===== config.mk =====
export PLATFORM = sky130hd
export DESIGN_NAME = multicycle_control_unit
export DESIGN_NICKNAME = d
export VERILOG_FILES = /design/src/rtl/multicycle_control_unit_pkg.sv /design/src/rtl/multicycle_control_unit_opcode_class_decoder.sv /design/src/rtl/multicycle_control_unit.sv
export SDC_FILE = /design/constraint.sdc
export NUM_CORES = 1
export LEC_CHECK = 0
export ABC_AREA = 1
export CAP_MARGIN = 20
export CORE_UTILIZATION = 41
export DETAILED_ROUTE_END_ITERATION = 16
export PLACE_DENSITY = 0.88
export SLEW_MARGIN = 10
export SYNTH_ARGS = -nofsm -noshare
export SYNTH_HDL_FRONTEND = slang
export SYNTH_SLANG_ARGS = --single-unit
export TNS_END_PERCENT = 5

===== constraint.sdc =====
create_clock -name clk -period 3.6 [get_ports clk]
set_clock_uncertainty 0.2 [all_clocks]
set_input_delay 0.36 -clock clk [delete_from_list [all_inputs] [get_ports clk]]
set_output_delay 0.36 -clock clk [all_outputs]
set_load 0.01 [all_outputs]

===== src/rtl/multicycle_control_unit_pkg.sv =====
// Shared encodings for the multicycle control unit and its ALU_Control neighbour:
// opcodes, ALU operation codes, datapath mux selects, FSM states and instruction classes.
package multicycle_control_unit_pkg;

    localparam logic [6:0] OPC_R   = 7'b0110011;
    localparam logic [6:0] OPC_I   = 7'b0010011;
    localparam logic [6:0] OPC_LUI = 7'b0110111;
    localparam logic [6:0] OPC_LW  = 7'b0000011;
    localparam logic [6:0] OPC_SW  = 7'b0100011;
    localparam logic [6:0] OPC_BEQ = 7'b1100011;
    localparam logic [6:0] OPC_JAL = 7'b1101111;

    localparam logic [2:0] ALU_OP_R      = 3'b000;
    localparam logic [2:0] ALU_OP_I      = 3'b001;
    localparam logic [2:0] ALU_OP_LUI    = 3'b010;
    localparam logic [2:0] ALU_OP_BRANCH = 3'b011;
    localparam logic [2:0] ALU_OP_ADD    = 3'b100;

    localparam logic [1:0] SRC_A_PC     = 2'b00;
    localparam logic [1:0] SRC_A_RS1    = 2'b01;
    localparam logic [1:0] SRC_A_OLD_PC = 2'b10;
    localparam logic [1:0] SRC_A_ZERO   = 2'b11;

    localparam logic [1:0] SRC_B_RS2  = 2'b00;
    localparam logic [1:0] SRC_B_IMM  = 2'b01;
    localparam logic [1:0] SRC_B_FOUR = 2'b10;

    localparam logic [1:0] RES_ALU_OUT = 2'b00;
    localparam logic [1:0] RES_MEM     = 2'b01;
    localparam logic [1:0] RES_PC4     = 2'b10;

    typedef enum logic [2:0] {
        S_FETCH,
        S_DECODE,
        S_EXECUTE,
        S_MEM_ACCESS,
        S_WRITEBACK
    } state_t;

    typedef enum logic [2:0] {
        CLS_R,
        CLS_I,
        CLS_LUI,
        CLS_LW,
        CLS_SW,
        CLS_BEQ,
        CLS_JAL,
        CLS_ILLEGAL
    } instr_class_t;

endpackage


===== src/rtl/multicycle_control_unit_opcode_class_decoder.sv =====
// Combinational opcode-to-instruction-class map; anything unrecognised is ILLEGAL.
module opcode_class_decoder
    import multicycle_control_unit_pkg::*;
(
    input  logic [6:0]   opcode,
    output instr_class_t instr_class
);

    always_comb begin
        instr_class = CLS_ILLEGAL;
        case (opcode)
            OPC_R:   instr_class = CLS_R;
            OPC_I:   instr_class = CLS_I;
            OPC_LUI: instr_class = CLS_LUI;
            OPC_LW:  instr_class = CLS_LW;
            OPC_SW:  instr_class = CLS_SW;
            OPC_BEQ: instr_class = CLS_BEQ;
            OPC_JAL: instr_class = CLS_JAL;
            default: instr_class = CLS_ILLEGAL;
        endcase
    end

endmodule


===== src/rtl/multicycle_control_unit.sv =====
// Moore-style control FSM for a multicycle RV32 subset datapath; the instruction class
// is latched in DECODE and steers every later state. dbg_state exposes the current state.
module multicycle_control_unit
    import multicycle_control_unit_pkg::*;
(
    input  logic       clk,
    input  logic       reset,
    input  logic [6:0] opcode_i,
    input  logic       mem_ready_i,
    input  logic       zero_i,
    output logic       PC_Write_o,
    output logic       IR_Write_o,
    output logic       Mem_Read_o,
    output logic       Mem_Write_o,
    output logic       I_or_D_o,
    output logic [1:0] ALU_Src_A_o,
    output logic [1:0] ALU_Src_B_o,
    output logic [2:0] ALU_Op_o,
    output logic       Reg_Write_o,
    output logic [1:0] Result_Src_o,
    output logic       Illegal_o,
    output state_t     dbg_state
);

    state_t       state;
    state_t       next_state;
    instr_class_t cls;
    instr_class_t dec_class;

    opcode_class_decoder u_decoder (
        .opcode      (opcode_i),
        .instr_class (dec_class)
    );

    assign dbg_state = state;

    always_ff @(posedge clk) begin
        if (reset) begin
            state <= S_FETCH;
            cls   <= CLS_ILLEGAL;
        end else begin
            state <= next_state;
            if (state == S_DECODE) cls <= dec_class;
        end
    end

    // Memory handshake: a request (Mem_Read_o/Mem_Write_o) is held steady until the cycle
    // in which mem_ready_i is high; that cycle completes the access and the FSM moves on.
    always_comb begin
        next_state = state;
        case (state)
            S_FETCH:      if (mem_ready_i) next_state = S_DECODE;
            S_DECODE:     next_state = (dec_class == CLS_ILLEGAL) ? S_FETCH : S_EXECUTE;
            S_EXECUTE: begin
                case (cls)
                    CLS_R, CLS_I, CLS_LUI: next_state = S_WRITEBACK;
                    CLS_LW, CLS_SW:        next_state = S_MEM_ACCESS;
                    default:               next_state = S_FETCH;
                endcase
            end
            S_MEM_ACCESS: if (mem_ready_i) next_state = (cls == CLS_LW) ? S_WRITEBACK : S_FETCH;
            S_WRITEBACK:  next_state = S_FETCH;
            default:      next_state = S_FETCH;
        endcase
    end

    always_comb begin
        PC_Write_o   = 1'b0;
        IR_Write_o   = 1'b0;
        Mem_Read_o   = 1'b0;
        Mem_Write_o  = 1'b0;
        I_or_D_o     = 1'b0;
        ALU_Src_A_o  = SRC_A_PC;
        ALU_Src_B_o  = SRC_B_RS2;
        ALU_Op_o     = ALU_OP_R;
        Reg_Write_o  = 1'b0;
        Result_Src_o = RES_ALU_OUT;
        Illegal_o    = 1'b0;
        case (state)
            S_FETCH: begin
                Mem_Read_o  = 1'b1;
                ALU_Src_A_o = SRC_A_PC;
                ALU_Src_B_o = SRC_B_FOUR;
                ALU_Op_o    = ALU_OP_ADD;
                IR_Write_o  = mem_ready_i;
                PC_Write_o  = mem_ready_i;
            end
            S_DECODE: begin
                // Precompute the branch/jump target so EXECUTE can load PC from ALUOut.
                ALU_Src_A_o = SRC_A_OLD_PC;
                ALU_Src_B_o = SRC_B_IMM;
                ALU_Op_o    = ALU_OP_ADD;
                Illegal_o   = (dec_class == CLS_ILLEGAL);
            end
            S_EXECUTE: begin
                case (cls)
                    CLS_R: begin
                        ALU_Src_A_o = SRC_A_RS1;
                        ALU_Src_B_o = SRC_B_RS2;
                        ALU_Op_o    = ALU_OP_R;
                    end
                    CLS_I: begin
                        ALU_Src_A_o = SRC_A_RS1;
                        ALU_Src_B_o = SRC_B_IMM;
                        ALU_Op_o    = ALU_OP_I;
                    end
                    CLS_LUI: begin
                        ALU_Src_A_o = SRC_A_ZERO;
                        ALU_Src_B_o = SRC_B_IMM;
                        ALU_Op_o    = ALU_OP_LUI;
                    end
                    CLS_LW, CLS_SW: begin
                        ALU_Src_A_o = SRC_A_RS1;
                        ALU_Src_B_o = SRC_B_IMM;
                        ALU_Op_o    = ALU_OP_ADD;
                    end
                    CLS_BEQ: begin
                        ALU_Src_A_o = SRC_A_RS1;
                        ALU_Src_B_o = SRC_B_RS2;
                        ALU_Op_o    = ALU_OP_BRANCH;
                        PC_Write_o  = zero_i;
                    end
                    CLS_JAL: begin
                        Reg_Write_o  = 1'b1;
                        Result_Src_o = RES_PC4;
                        PC_Write_o   = 1'b1;
                    end
                    default: ;
                endcase
            end
            S_MEM_ACCESS: begin
                I_or_D_o    = 1'b1;
                Mem_Read_o  = (cls == CLS_LW);
                Mem_Write_o = (cls == CLS_SW);
            end
            S_WRITEBACK: begin
                Reg_Write_o  = 1'b1;
                Result_Src_o = (cls == CLS_LW) ? RES_MEM : RES_ALU_OUT;
            end
            default: ;
        endcase
        // Strobes stay quiet while reset is held so an abandoned instruction writes nothing.
        if (reset) begin
            PC_Write_o  = 1'b0;
            IR_Write_o  = 1'b0;
            Mem_Write_o = 1'b0;
            Reg_Write_o = 1'b0;
            Illegal_o   = 1'b0;
        end
    end

endmodule


==> results.sh, run 1 <==
export IMPL_core_area_mm2=0.00130
export IMPL_tightestPinTransition_ns=0.420
export IMPL_die_w_um=39.3
export IMPL_final_util=0.681
export IMPL_ios=30
export IMPL_yosysWarnings=0
export IMPL_cts_resized=0
export IMPL_syn_nets=110
export IMPL_grt_pass1_wl_um=2230
export IMPL_seq_power_share=0.366
export IMPL_regArea_um2=120
export IMPL_initialDrtViolationCount=16
export IMPL_grt_pass1_vias=618
export IMPL_ctsHoldBuffers=0
export IMPL_cts_buffers=3
export IMPL_fin_nets=142
export IMPL_syn_area_um2=569
export IMPL_row_count=13
export IMPL_ys_ff_latch=6
export IMPL_fmax_mhz=386
export IMPL_hold_path_class="reg2reg"
export IMPL_timing_hold_violations_final=0
export IMPL_clkTransAtPathRegs_ns=0.05
export IMPL_yosysUniqueCellTypes=22
export IMPL_seq_area_frac_synth=0.211
export IMPL_overflow=0
export IMPL_required_ns=3.04
export IMPL_final_cell_count_no_fill=144
export IMPL_slew_violations=0
export IMPL_antenna_left=0
export IMPL_p_switching_uw=68.8
export IMPL_ir_worst_vdd_mv=0.184
export IMPL_cts_tree="yes"
export IMPL_rsz0062_at_grt="false"
export IMPL_area_delta_synth_final_pct=55.6
export IMPL_dp_cells=141
export IMPL_fillers=125
export IMPL_fin_ws_ns=1.01
export IMPL_cap_violations=0
export IMPL_htreeDepth=1
export IMPL_diodes=0
export IMPL_drive_above_1_share=0.109
export IMPL_leakagePower_uw=0.000428
export IMPL_power_density_mw_per_mm2=239
export IMPL_worstSetupPathType="in2out"
export IMPL_viasPerCell=5.06
export IMPL_period_share=0.720
export IMPL_finalSetupTns_ns=0
export IMPL_crit_path_top_delay_cell="clkdlybuf4s50_1"
export IMPL_clock_latency_ns=0.26
export IMPL_die_y_um=39.3
export IMPL_status="completed"
export IMPL_start_util=0.438
export IMPL_crit_path_start_kind="input port"
export IMPL_clock_sinks=6
export IMPL_crit_chain="clkdlybuf4s50_1 > inv_1 > nand2_1 > nor2_1 > nand2_1 > nand4_1 > nor3_1 > clkdlybuf4s50_1"
export IMPL_place_congestion=0.774
export IMPL_cp_arrival_ns=2.03
export IMPL_p_sw_frac=0.325
export IMPL_clkPwrFrac=0.318
export IMPL_post_place_ws_ns=1.02
export IMPL_antenna_found_initial=0
export IMPL_period_minus_slack_ns=2.59
export IMPL_die_area_mm2=0.00154
export IMPL_track_usage=0.218
export IMPL_cts_root_buf="clkbuf_4"
export IMPL_multi_input_area_um2=372
export IMPL_dp_hpwl_um=1230
export IMPL_wl_um=1510
export IMPL_grt_max_degree=12
export IMPL_p_int_uw=143
export IMPL_wire_per_inst_um=10.5
export IMPL_dr_total_vias=729
export IMPL_max_stage_delay_ns=0.57
export IMPL_io_buffers=29
export IMPL_post_cts_buffers=0
export IMPL_setup_viol=0
export IMPL_path_max_fanout=4
export IMPL_slew_headroom=0.719
export IMPL_end_kind="output port"
export IMPL_avgSynthCellArea_um2=5.75
export IMPL_synth_cells=99
export IMPL_power_frac_comb=0.317
export IMPL_cts_path_max_buffers=2
export IMPL_dr_pass1_iters=4
export IMPL_drc=0
## placed cells by master, fill, tap and decap left out
cell             netlist  final
inv_1                 14     14
clkdlybuf4s50_1        0     29
nor2_2                 1      1
a21o_1                 1      1
nand3_2                2      2
nand4_1                1      1
or2_1                  1      1
nand3_1               10     10
nand2_1               21     21
o21ai_0                5      5
a21oi_2                1      1
nor2_1                13     13
clkbuf_4               0      3
nand2_4                1      1
o21bai_1               1      1
nand2_2                4      4
a21oi_1                6      6
a31oi_1                2      2
dfxtp_1                6      6
clkinv_2               2      2
nand3b_1               1      1
nor3_1                 4      4
## kinds of logic after synthesis
logic type	synth area share
flip-flops	0.211
buffers and inverters	0.136
AND/OR/NAND/NOR	0.492
AO/OA/AOI/OAI	0.160
## per-layer routing
| layer | up-vias | wire [µm] | global-route usage |
|---|---|---|---|
| met3 | 4 | 103 | 0.0341 |
| met2 | 30 | 794 | 0.450 |
| li1 | 379 | - | - |
| met4 | 0 | 36 | 0.138 |
| met5 | - | 0 | 0 |
| met1 | 316 | 575 | 0.186 |
## synthesized netlist by cell type
master,n,area (µm²)
or2_1,1,6.26
clkbuf_1,1,3.75
o21bai_1,1,7.51
a21oi_1,6,30.0
buf_6,1,11.3
nand2_2,4,25.0
nand3_2,2,20.0
nand3b_1,1,7.51
o21ai_0,5,25.0
nor2_2,1,6.26
clkinv_2,2,10.0
dfxtp_1,6,120
nand4_1,1,6.26
a21o_1,1,7.51
nand3_1,10,50.1
a21oi_2,1,8.76
inv_1,14,52.6
a31oi_1,2,12.5
nor2_1,13,48.8
nand2_4,1,11.3
nand2_1,21,78.8
nor3_1,4,20.0
## area by class of cell
class | count | area share
Multi-Input combinational cell | 75 | 0.419
Timing Repair Buffer | 29 | 0.328
Sequential cell | 6 | 0.136
Inverter | 16 | 0.0706
Clock buffer | 3 | 0.0254
Tap cell | 15 | 0.0212
## path summary, 6_finish.rpt
| check | cells past startpoint | end | from | slack, ns |
|---|---|---|---|---|
| max reg2reg | 6 | dbg_state[0] | dbg_state[0] | 2.25 |
| min | 2 | cls[1] | cls[1] | 0.39 |
| min reg2reg | 2 | cls[1] | cls[1] | 0.39 |
| max | 8 | Illegal_o | opcode_i[4] | 1.01 |
## state kept, by name (all words and copies together) (netlist names)
| name | cells |
|---|---|
| cls | 3 |
| dbg_state | 3 |
## critical path, delay by kind of cell
kind          cells  cell delay, ns
buf+inv           3            1.15
simple gates      5            0.53
## per-stage QoR
stage               area [µm²]  hold WS [ns]  total power, µW
detailed placement         863         0.379              146
global placement           863         0.377              143
CTS                        886         0.393              210
global route               886         0.425              222
floorplan                  569         0.260              114
finish                     886         0.392              211
## power groups by stage
stage          combinational (µW)  sequential [µW]  clock, µW
2_1_floorplan                37.6             76.7          0
3_3_place_gp                 65.0             78.3          0
3_5_place_dp                 67.0             78.5          0
4_1_cts                      67.3             77.2       65.6
5_1_grt                      73.4             78.0       70.9
6_report                     66.9             77.3       67.2
Note: power is estimated with default switching activity, not from simulation.
==> run 2, diff against run 1 <==
CORE_UTILIZATION = 38   (was 41)
PLACE_DENSITY = 0.83   (was 0.88)
clock period = 2.4 ns   (was 3.6 ns; I/O delays follow)
==> run 2 against run 1 <==
Via count is 0.41% higher; sequential power up 50%; first-iteration DRC count shrank 25%; non-clock buffer count unchanged; setup slack worse by 0.90 ns; global-route usage fell by 0.24 points; clock power increased by 41%; sequential share of layout area rose by 0.083 points; critical path type is now reg2out; largest power group unchanged.
==> results.sh, run 2 (synthesized netlist as in run 1, its figures left out) <==
export IMPL_status="completed"
export IMPL_placed_area_um2=863
export IMPL_core_area_mm2=0.00135
export IMPL_leakagePower_uw=0.000445
export IMPL_dp_cells=141
export IMPL_dr_total_vias=732
export IMPL_power_density_mw_per_mm2=350
export IMPL_clock_sinks=6
export IMPL_crit_path_start_kind="flip-flop"
export IMPL_cts_root_buf="clkbuf_4"
export IMPL_ctsHoldBuffers=0
export IMPL_clock_latency_ns=0.25
export IMPL_clkTransAtPathRegs_ns=0.04
export IMPL_area_delta_synth_final_pct=56.3
export IMPL_dp_hpwl_um=1230
export IMPL_wl_um=1500
export IMPL_track_usage=0.216
export IMPL_wire_per_inst_um=10.4
export IMPL_required_ns=1.96
export IMPL_grt_max_degree=12
export IMPL_stdcell_area_um2=890
export IMPL_tightestPinTransition_ns=0.430
export IMPL_drc=0
export IMPL_cap_violations=0
export IMPL_fin_nets=142
export IMPL_grt_pass1_wl_um=2330
export IMPL_drive_above_1_share=0.116
export IMPL_ios=30
export IMPL_cts_path_max_buffers=2
export IMPL_start_util=0.422
export IMPL_cts_tree="yes"
export IMPL_ir_worst_vdd_mv=0.172
export IMPL_end_kind="output port"
export IMPL_final_util=0.659
export IMPL_die_area_mm2=0.00166
export IMPL_period_minus_slack_ns=2.29
export IMPL_slew_violations=0
export IMPL_place_congestion=0.757
export IMPL_slew_headroom=0.712
export IMPL_die_w_um=40.7
export IMPL_cts_buffers=3
export IMPL_hold_path_class="reg2reg"
export IMPL_final_common_cell="clkdlybuf4s50_1"
export IMPL_period_share=0.956
export IMPL_viasPerCell=5.08
export IMPL_row_count=13
export IMPL_dr_pass1_iters=4
export IMPL_fmax_mhz=436
export IMPL_rsz0062_at_grt="false"
export IMPL_antenna_found_initial=0
export IMPL_htreeDepth=1
export IMPL_antenna_left=0
export IMPL_diodes=0
export IMPL_initialDrtViolationCount=12
export IMPL_path_max_fanout=5
export IMPL_overflow=0
export IMPL_io_buffers=29
export IMPL_setup_viol=0
export IMPL_holdWs_ns=0.399
export IMPL_final_cell_count_no_fill=144
export IMPL_die_y_um=40.7
export IMPL_worstSetupPathType="reg2out"
export IMPL_timing_hold_violations_final=0
export IMPL_most_common_layout_cells="clkdlybuf4s50_1 (28), nand2_1 (21), inv_1 (14)"
export IMPL_finalSetupTns_ns=0
export IMPL_grt_pass1_vias=599
export IMPL_cp_arrival_ns=1.85
## run 2: what timing repair did
| item | in CTS | in global routing |
|---|---|---|
| resized for setup | 0 | 2 |
| buffers inserted | 0 | 0 |
| setup endpoints to repair | 0 | 2 |
| hold endpoints to repair | 0 | 0 |
## run 2: worst paths after layout
path | startpoint | endpoint | slack (ns) | depth (start not counted)
setup reg to reg | dbg_state[0] | dbg_state[0] | 1.03 | 6
hold / removal | cls[0] | cls[0] | 0.40 | 2
setup / recovery | dbg_state[0] | ALU_Src_B_o[0] | 0.11 | 6
hold reg to reg | cls[0] | cls[0] | 0.40 | 2
## run 2: power breakdown
part | switching [µW] | internal, µW | total [µW]
clock | 38.1 | 56.7 | 94.8
sequential | 9.89 | 106 | 116
combinational | 49.5 | 50.6 | 100
total | 97.5 | 213 | 311
## run 2: through the flow
| stage | worst slack, ns | power [µW] |
|---|---|---|
| 6_report | 0.107 | 311 |
| 5_1_grt | 0.0143 | 331 |
| 4_1_cts | 0.0524 | 313 |
| 3_5_place_dp | 0.0709 | 218 |
| 3_3_place_gp | 0.112 | 216 |
| 2_1_floorplan | 0.869 | 171 |
## run 2: layer usage
metal | vias to the layer above | global-route usage | wire length (µm)
li1 | 382 | - | -
met4 | 0 | 0.125 | 34
met2 | 30 | 0.429 | 791
met3 | 4 | 0.0326 | 72
met1 | 316 | 0.203 | 601
met5 | - | 0 | 0
## run 2: cell type report
cell class / instances / area (µm²)
clock buffers: 3 / 22.5
fillers: 132 / 460
inverters: 16 / 62.6
multi-input cells: 75 / 372
flip-flops and latches: 6 / 121
well taps: 15 / 18.8
repair buffers: 29 / 293
## run 2: worst max-delay path, stage by stage (launching register included)
cell and delay (ns):
dfxtp_1 0.35, inv_1 0.10, nand3_2 0.14, nor3_1 0.22, o21ai_0 0.14, nand3_1 0.10
clkdlybuf4s50_1 0.55
==> patch, RTL diff (settings of run 2) <==
Re-encode `instr_class_t` (8 values) as one-hot, 8 bits wide.
--- a/src/rtl/multicycle_control_unit_pkg.sv
+++ b/src/rtl/multicycle_control_unit_pkg.sv
@@ -37,15 +37,15 @@
         S_WRITEBACK
     } state_t;
 
-    typedef enum logic [2:0] {
-        CLS_R,
-        CLS_I,
-        CLS_LUI,
-        CLS_LW,
-        CLS_SW,
-        CLS_BEQ,
-        CLS_JAL,
-        CLS_ILLEGAL
+    typedef enum logic [7:0] {
+        CLS_R       = 8'b00000001,
+        CLS_I       = 8'b00000010,
+        CLS_LUI     = 8'b00000100,
+        CLS_LW      = 8'b00001000,
+        CLS_SW      = 8'b00010000,
+        CLS_BEQ     = 8'b00100000,
+        CLS_JAL     = 8'b01000000,
+        CLS_ILLEGAL = 8'b10000000
     } instr_class_t;
 
 endpackage
Function: same outputs for any inputs over 10 cycles, from zero or initial values and one cycle with reset high; not proved beyond that.
==> patch against run 2 <==
  * Register-to-register slack got worse by 0.29 ns
  * Design area rose by 36%
  * Largest cell class unchanged
  * Sequential cell count up 5
  * Critical path type unchanged
  * Worst hold slack worse by 0.095 ns
  * Critical path depth increased by 2
  * Worst setup slack got worse by 0.099 ns
  * Power rose by 49%
  * Highest routed layer unchanged
  * Synthesized area increased by 42%
  * Routed wire length rose by 59%
==> patch: results (changes against run 2) <==
### Status
* finished, final reports clean — result of the run, unchanged

### GRT
* 3581 um — global-route wire length before repair, was 2325 um
* 876 — vias in the first global route, was 599
* 22.74% — Overall Global Routing Usage, was 21.58%

### Worst setup path
* simple AND/OR/NAND/NOR gates — Top Family by Delay on Critical Path, was buffers and inverters
* 1.95 ns — Worst Path Arrival, was 1.85 ns
* 0.53 ns — CP max stage delay, was 0.55 ns

### Yosys
* 145 — net count after synthesis, was 110
* 27.24% — sequential element share of the synthesized area, was 21.10%
* 6.032 um2 — Syn Area/Cell, was 5.750 um2
* nand2_1 (34), inv_1 (20), nor2_1 (19) — synth cell count leaders, was nand2_1 (21), inv_1 (14), nor2_1 (13)
* dfxtp_1 (27%), nand2_1 (16%), inv_1 (9.3%) — synth top area cells, was dfxtp_1 (21%), nand2_1 (14%), inv_1 (9.2%)
* 18 — Cell variety after synth, was 22

### Pwr
* 0.0003233 V — peak ir drop on the vdd network, was 0.0001716 V

### Clocking
* clkbuf_4 — clock root cell, unchanged
* 0.07 ns — clock input transition at the sequential cells of the worst setup and hold paths, was 0.04 ns
* 0.27 ns — Clock Latency Late Sink, was 0.25 ns

### Placement
* 1919 um — detailed-placement wirelength estimate, was 1233 um
* -0.007460 ns — post-placement worst setup slack, was 0.07093 ns
* 1155 um2 — total placed instance area, was 863.3 um2
* 0.8678 — placer congestion estimate, was 0.7573

### Cells and area
* 13.53% — layout cells sized above 1, was 11.63%
* 197 — final std cells w/o fill, was 144
* 182 — net count of the finished layout, was 142
* 193 — FILL cells, was 132
* 60.98% — final core utilization, was 65.89%

### Route
* 40 — violation count after the first detailed-route iteration, was 12
* 105 um — Met3 Wirelength, was 72 um
* 1220 um — met2 WL post-DR, was 791 um
* 1030 um — routed length on met1, was 601 um
* 12.11 um — detail-routed net length per standard cell, was 10.42 um

==> patch: repair_timing <==
action | 4_1_cts | 5_1_grt
pin swaps | 0 | 2
endpoints found under the hold margin | 0 | 0
resized for setup | 5 | 8
hold buffers | 0 | 0
setup endpoints to repair | 5 | 10
==> patch: worst register-to-register path: stages, from the launching register on <==
cell and delay (ns):
dfxtp_1 0.46, inv_2 0.09, nor3_4 0.25, inv_2 0.11
buf_4 0.20, a21oi_1 0.19, a211oi_2 0.05
==> patch: final cells by class <==
| cell class | count | area share [%] |
|---|---|---|
| clock buffer | 4 | 2.174 |
| inverter | 23 | 7.143 |
| multi-input combinational | 98 | 41.30 |
| tap | 27 | 2.795 |
| sequential | 11 | 18.63 |
| timing repair buffer | 34 | 27.95 |
==> patch: final timing paths <==
kind / endpoint / depth (start not counted) / slack [ns] / start
setup / recovery: ALU_Src_B_o[0] / 8 / 0.008 / cls[6]
setup reg to reg: cls[3] / 6 / 0.74 / dbg_state[0]
hold / removal: cls[0] / 2 / 0.30 / cls[0]
hold reg to reg: cls[0] / 2 / 0.30 / cls[0]
==> patch: report_power, final <==
group	internal [mW]	total, mW	switching (mW)	leakage, nW
clock	0.0645	0.127	0.0627	0.0150
combinational	0.0630	0.136	0.0735	0.458
sequential	0.191	0.200	0.00871	0.0912
total	0.319	0.464	0.145	0.564
==> patch: routing by layer <==
layer,up-vias,global-route usage (%)
met1,462,27.58
met2,30,37.57
met4,0,9.444
li1,512,-
met3,4,6.667
met5,-,0
==> patch: logic make-up (layout without fill, tap and decap cells) <==
kind of cell,after synthesis,in the layout,share of synthesized area [%]
buf+inv,25,61,12.54
flops,11,11,27.24
compound gates,17,17,13.93
simple gates,81,81,46.28
==> patch: through the flow <==
stage	TNS, ns	hold WS (ns)
finish	0	0.3042
detailed placement	-0.007460	0.2928
CTS	0	0.3034
global route	-0.1906	0.3302
global placement	0	0.2869
floorplan	0	0.1130
